--- src/rtl/imem_loader_if.sv ---
// Bus bundle between the instruction-memory loader and its surroundings.
//   slave  : loader side (takes start and the byte stream, drives the memory write
//            port and status)
//   master : the side that supplies the byte stream and observes status
// Signals:
//   start      load request pulse
//   byte_valid / byte_data / byte_ready   byte stream handshake
//   we / a / din                           instruction-memory write port
//   busy / cpu_hold / done / cks_err       load status
interface imem_loader_if #(
    parameter int AW = 6
);
    logic          start;
    logic          byte_valid;
    logic [7:0]    byte_data;
    logic          byte_ready;
    logic          we;
    logic [AW-1:0] a;
    logic [31:0]   din;
    logic          busy;
    logic          cpu_hold;
    logic          done;
    logic          cks_err;

    modport slave (
        input  start, byte_valid, byte_data,
        output byte_ready, we, a, din, busy, cpu_hold, done, cks_err
    );

    modport master (
        output start, byte_valid, byte_data,
        input  byte_ready, we, a, din, busy, cpu_hold, done, cks_err
    );
endinterface

--- src/rtl/imem_loader.sv ---
// Byte-stream program loader: packs incoming bytes little-endian into 32-bit
// words, writes NWORDS words to consecutive instruction-memory locations, then
// checks a trailing checksum byte (sum of all bytes incl. checksum == 0 mod 256).
// The CPU is held in reset while a load is in progress.
// Ports:
//   clk   clock, all logic on posedge
//   rst   synchronous active-high reset
//   bus   imem_loader_if.slave: start, byte stream handshake, memory write
//         port (we/a/din) and status (busy/cpu_hold/done/cks_err)
//
// state   | meaning
// --------+-------------------------------------------------------------
// IDLE    | no load since reset; waiting for start
// COLLECT | accepting the 4 bytes of the current word
// WRITE   | one-cycle memory write of the assembled word
// CHECK   | accepting the trailing checksum byte
// DONE    | load finished, result in cks_err; start reloads
module imem_loader #(
    parameter int AW     = 6,
    parameter int NWORDS = 64
) (
    input  logic          clk,
    input  logic          rst,
    imem_loader_if.slave  bus
);
    typedef enum logic [2:0] {
        IDLE    = 3'd0,
        COLLECT = 3'd1,
        WRITE   = 3'd2,
        CHECK   = 3'd3,
        DONE    = 3'd4
    } state_t;

    localparam logic [AW-1:0] LAST_ADDR = AW'(NWORDS - 1);

    state_t        state, state_nx;
    logic [AW-1:0] addr;
    logic [1:0]    bcnt;
    logic [23:0]   word_lo;
    logic [7:0]    sum;
    logic [7:0]    cks_sum;
    logic          cks_err_q;
    logic [AW-1:0] a_q;
    logic [31:0]   din_q;
    logic          byte_ready_c;
    logic          load_start;
    logic          xfer;

    always_comb begin
        state_nx     = state;
        byte_ready_c = 1'b0;
        load_start   = 1'b0;
        case (state)
            IDLE: begin
                if (bus.start) begin
                    load_start = 1'b1;
                    state_nx   = COLLECT;
                end
            end
            COLLECT: begin
                byte_ready_c = 1'b1;
                if (bus.byte_valid && bcnt == 2'd3)
                    state_nx = WRITE;
            end
            WRITE: begin
                state_nx = (addr == LAST_ADDR) ? CHECK : COLLECT;
            end
            CHECK: begin
                byte_ready_c = 1'b1;
                if (bus.byte_valid)
                    state_nx = DONE;
            end
            DONE: begin
                if (bus.start) begin
                    load_start = 1'b1;
                    state_nx   = COLLECT;
                end
            end
            default: state_nx = IDLE;
        endcase
    end

    assign xfer    = byte_ready_c && bus.byte_valid;
    assign cks_sum = sum + bus.byte_data;

    always_ff @(posedge clk) begin
        if (rst) begin
            state     <= IDLE;
            addr      <= '0;
            bcnt      <= '0;
            word_lo   <= '0;
            sum       <= '0;
            cks_err_q <= 1'b0;
            a_q       <= '0;
            din_q     <= '0;
        end else begin
            state <= state_nx;
            if (load_start) begin
                addr      <= '0;
                bcnt      <= '0;
                sum       <= '0;
                cks_err_q <= 1'b0;
            end
            if (state == COLLECT && xfer) begin
                sum  <= cks_sum;
                bcnt <= bcnt + 2'd1;   // wraps 3 -> 0 on the last byte of a word
                case (bcnt)
                    2'd0: word_lo[7:0]   <= bus.byte_data;
                    2'd1: word_lo[15:8]  <= bus.byte_data;
                    2'd2: word_lo[23:16] <= bus.byte_data;
                    default: begin
                        // Register the write port here so a/din are already
                        // valid during WRITE and simply hold afterwards.
                        a_q   <= addr;
                        din_q <= {bus.byte_data, word_lo};
                    end
                endcase
            end
            if (state == WRITE && addr != LAST_ADDR)
                addr <= addr + 1'b1;
            if (state == CHECK && xfer)
                cks_err_q <= (cks_sum != 8'd0);
        end
    end

    assign bus.byte_ready = byte_ready_c;
    assign bus.we         = (state == WRITE);
    assign bus.a          = a_q;
    assign bus.din        = din_q;
    assign bus.busy       = (state == COLLECT) || (state == WRITE) || (state == CHECK);
    assign bus.cpu_hold   = bus.busy;
    assign bus.done       = (state == DONE);
    assign bus.cks_err    = cks_err_q;
endmodule

--- src/flat_wrapper.sv ---
// flat-port wrapper written by rule: the top's interface ports become plain ports
module imem_loader_flat 
#(
    parameter int AW     = 6,
    parameter int NWORDS = 64
)
  (clk, rst, bus_start, bus_byte_valid, bus_byte_data, bus_byte_ready, bus_we, bus_a, bus_din, bus_busy, bus_cpu_hold, bus_done, bus_cks_err);
  imem_loader_if #(.AW(AW)) bus_i ();
  input  logic clk;
  input  logic rst;
  input wire logic [$bits(bus_i.start)-1:0] bus_start;
  input wire logic [$bits(bus_i.byte_valid)-1:0] bus_byte_valid;
  input wire logic [$bits(bus_i.byte_data)-1:0] bus_byte_data;
  output wire logic [$bits(bus_i.byte_ready)-1:0] bus_byte_ready;
  output wire logic [$bits(bus_i.we)-1:0] bus_we;
  output wire logic [$bits(bus_i.a)-1:0] bus_a;
  output wire logic [$bits(bus_i.din)-1:0] bus_din;
  output wire logic [$bits(bus_i.busy)-1:0] bus_busy;
  output wire logic [$bits(bus_i.cpu_hold)-1:0] bus_cpu_hold;
  output wire logic [$bits(bus_i.done)-1:0] bus_done;
  output wire logic [$bits(bus_i.cks_err)-1:0] bus_cks_err;
  assign bus_i.start = bus_start;
  assign bus_i.byte_valid = bus_byte_valid;
  assign bus_i.byte_data = bus_byte_data;
  assign bus_byte_ready = bus_i.byte_ready;
  assign bus_we = bus_i.we;
  assign bus_a = bus_i.a;
  assign bus_din = bus_i.din;
  assign bus_busy = bus_i.busy;
  assign bus_cpu_hold = bus_i.cpu_hold;
  assign bus_done = bus_i.done;
  assign bus_cks_err = bus_i.cks_err;
  imem_loader #(.AW(AW), .NWORDS(NWORDS)) u_core (.clk(clk), .rst(rst), .bus(bus_i));
endmodule
--- config.mk ---
export PLATFORM = sky130hd
export DESIGN_NAME = imem_loader_flat
export DESIGN_NICKNAME = d
export VERILOG_FILES = /design/src/rtl/imem_loader_if.sv /design/src/rtl/imem_loader.sv /design/src/flat_wrapper.sv
export SDC_FILE = /design/constraint.sdc
export NUM_CORES = 1
export LEC_CHECK = 0
export ABC_AREA = 1
export BUFFER_PORTS_ARGS = -buffer_cell sky130_fd_sc_hd__buf_2
export CAP_MARGIN = 20
export CORE_MARGIN = 2
export CORE_UTILIZATION = 51
export DETAILED_ROUTE_END_ITERATION = 10
export GPL_TIMING_DRIVEN = 0
export MAX_ROUTING_LAYER = met4
export PLACE_DENSITY = 0.73
export SETUP_SLACK_MARGIN = 0.5
export SLEW_MARGIN = 10
export SYNTH_ARGS = -nofsm -noshare
export SYNTH_HDL_FRONTEND = slang
export SYNTH_SLANG_ARGS = --single-unit
--- constraint.sdc ---
create_clock -name clk -period 4.1 [get_ports clk]
set_clock_uncertainty 0.1 [all_clocks]
set_input_delay 0.41 -clock clk [delete_from_list [all_inputs] [get_ports clk]]
set_output_delay 0.41 -clock clk [all_outputs]
set_load 0.005 [all_outputs]
==> impl_results.md <==
- Grt ovf: 0
- H-tree Lvls: 3
- Power Total: 1.76 mW
- Switching part of the total: 0.304
- Commonest cells after routing, fill and taps aside: 128 x nand2_1, 83 x a21oi_1, 82 x dfxtp_1
- Vias: 3353
- Worst Hold Class: input pin to flop
- Layout cells sized above 1: 0.167
- Crit-path most repeated cell: nor2_1
- Global-route wire length before repair: 14000 microns
- WL per Instance: 13.3 microns
- GPL Wtd Cong: 0.872
- F_max: 494 MHz
- Initial core utilization: 0.530
- Vias per cell: 5.23
- Worst Tran Pin Value: 0.673 ns
- Core area: 6790 sq um
- Layout area overhead: 16.4%
- DRT Pass-1 Iters: 5
- Crit-path cells: ha_1, nand3_1, nor2_1, nor3_1, nor2_1, nand2_1, a21oi_1
- Vias in the first global route: 3055
- Die width: 88.0 microns
- Pre-CTS setup slack: 1.96 ns
- Syn. warnings: 0
- Seq/Total Area, Yosys: 0.456
- Max Fanout on Critical Path: 6
- Residual DRC: 0
- Antenna violations before repair: 0
- Post-DP HPWL: 6190 microns
- Internal: 1.22 mW
- Cell Area, Synth: 3600 sq um
- Slew headroom: 0.548
- Comb pwr share: 0.178
- Setup TNS: 0 ns
- Clock latency on the worst-skew pair: 0.36 ns
- Final WS setup: 2.08 ns
- Nets: 565
- Crit path largest cell delay: 0.52 ns
- Postcts setup bufs: 0
- Num CTS Buffers: 9
- Port bufs: 54
- Leakage: 1.70 nW
- Pwr dens: 419 nW/um^2
- Leading cell type in the layout, fill and taps excluded: nand2_1
- Io pins: 56
- Clock root buffer: clkbuf_8
- Sequential share of power: 0.481
- Crit Path Class: flop to flop
- Fill count: 632
- Largest net degree at the start of global routing: 16
- Clock Path Buffers: 2
- Hold buffers post-CTS: 0
- Startpoint types: flop
- Final setup viols: 0
- 1st-iter DRT viols: 195
- Die height: 88.0 microns
- N_diodes: 0
- Max-cap violation count: 0
- Final Hold Violating Endpoints: 0
- RSZ-0062 raised after global routing: no
- CTS Sinks: 82
- Row cnt: 30
- Final worst-path cycle share: 0.494
- CTS tree: built
- Post-Synthesis Cells: 475
- Clock group share of total power: 0.341
- Clk slew on worst S/H paths: 0.09 ns
- Arr. time, crit path: 2.14 ns
- Switching pwr: 0.534 mW
- Final min period: 2.02 ns
- Slew Limit Fails: 0
- Synth Register Bits: 82
- IR drop worst, VDD: 0.212 mV
- Distinct cells, synth: 27
- Syn_nets: 500
- Hold_sp: bus_byte_data[7]
- Die ar.: 7750 sq um
- CTS resizes: 0
- Worst r2r src: u_core.addr[0]
- CP endpoint kind: flop
- Critical Path Source: u_core.addr[0]
- Outcome: finished, final reports clean
- Syn Area/Cell: 7.58 sq um
- Gr usage total: 0.239
- Wirelength, routed: 8500 microns
- Antenna viol nets, final: 0
- WP data required: 4.22 ns
- CP max-delay cell: nor3_1
[power by group through the flow]
| stage | logic, mW | registers, mW | clock network [mW] |
|---|---|---|---|
| final | 0.312 | 0.846 | 0.599 |
| after global routing | 0.349 | 0.849 | 0.648 |
| after CTS | 0.312 | 0.845 | 0.607 |
| after detailed placement | 0.310 | 0.863 | 0 |
| after global placement | 0.305 | 0.863 | 0 |
| after floorplan | 0.229 | 0.858 | 0 |
[state kept, by name, indices dropped and copies added (netlist names)]
register            cells
u_core.addr             6
u_core.bcnt             2
u_core.bus.a            6
u_core.bus.cks_err      1
u_core.bus.din         32
u_core.state            3
u_core.sum              8
u_core.word_lo         24
[cell type report]
class                      count  area, sq um  share of cell area
sequential                    82         1640               0.392
multi-input combinational    344         1690               0.404
tap                           96          120              0.0287
clock inverter                 7         76.3              0.0182
timing repair buffer          54          270              0.0645
buffer                        31          199              0.0475
clock buffer                   9          124              0.0296
inverter                      18         67.6              0.0161
[stage by stage]
stage	std cells	hold WS, ns	instance area, sq um	utilization
after floorplan	475	0.342	3600	-
after detailed placement	625	0.349	3990	0.587
after global routing	641	0.278	4190	0.617
after CTS	641	0.262	4190	0.617
final	641	0.274	4190	0.617
after global placement	625	0.345	3990	0.587
[cell families after synthesis]
logic type                 Yosys count  synth area share
AOI/OAI and AO/OA                   89             0.125
DFF                                 82             0.456
buffers and inverters               49            0.0740
xor gates and xnor gates             2           0.00487
and+or+nand+nor                    240             0.293
adders and majority gates           13            0.0473
[critical path: cells and delay by family, from the launching register on]
family | cells | cell delay, ns
fa+ha+maj | 1 | 0.26
simple gates | 5 | 1.10
flops | 1 | 0.37
compound gates | 1 | 0.06
[layer usage]
layer	wire (microns)	global-route usage	vias to the layer above	part of all wire
li1	-	-	1713	-
met1	3930	0.302	1549	0.46
met2	3990	0.378	66	0.47
met3	352	0.0500	25	0.041
met4	229	0.0854	0	0.027
met5	0	-	-	0
[synth_stat cells (all sizes together)]
cell type,instances,share of area
nor3,2,0.0042
dfxtp,82,0.46
nor2,21,0.026
o21ai,5,0.0070
inv,18,0.019
fa,1,0.0056
or2,3,0.0052
xor2,1,0.0024
nand3,78,0.11
a21oi,83,0.12
a31o,1,0.0024
nand2,128,0.13
ha,12,0.042
and2,2,0.0035
clkbuf,15,0.016
nand4,2,0.0035
buf,16,0.039
nand3b,4,0.0083
xnor2,1,0.0024
[path summary, 6_finish.rpt]
path | slack (ns) | endpoint | depth (start not counted)
worst min-delay path | 0.27 | u_core.word_lo[23] | 3
worst max register to register | 2.08 | u_core.addr[1] | 7
worst max-delay path | 2.08 | u_core.addr[1] | 7
worst min register to register | 0.36 | u_core.bus.din[24] | 2
Power figures use the tool's default switching activity.
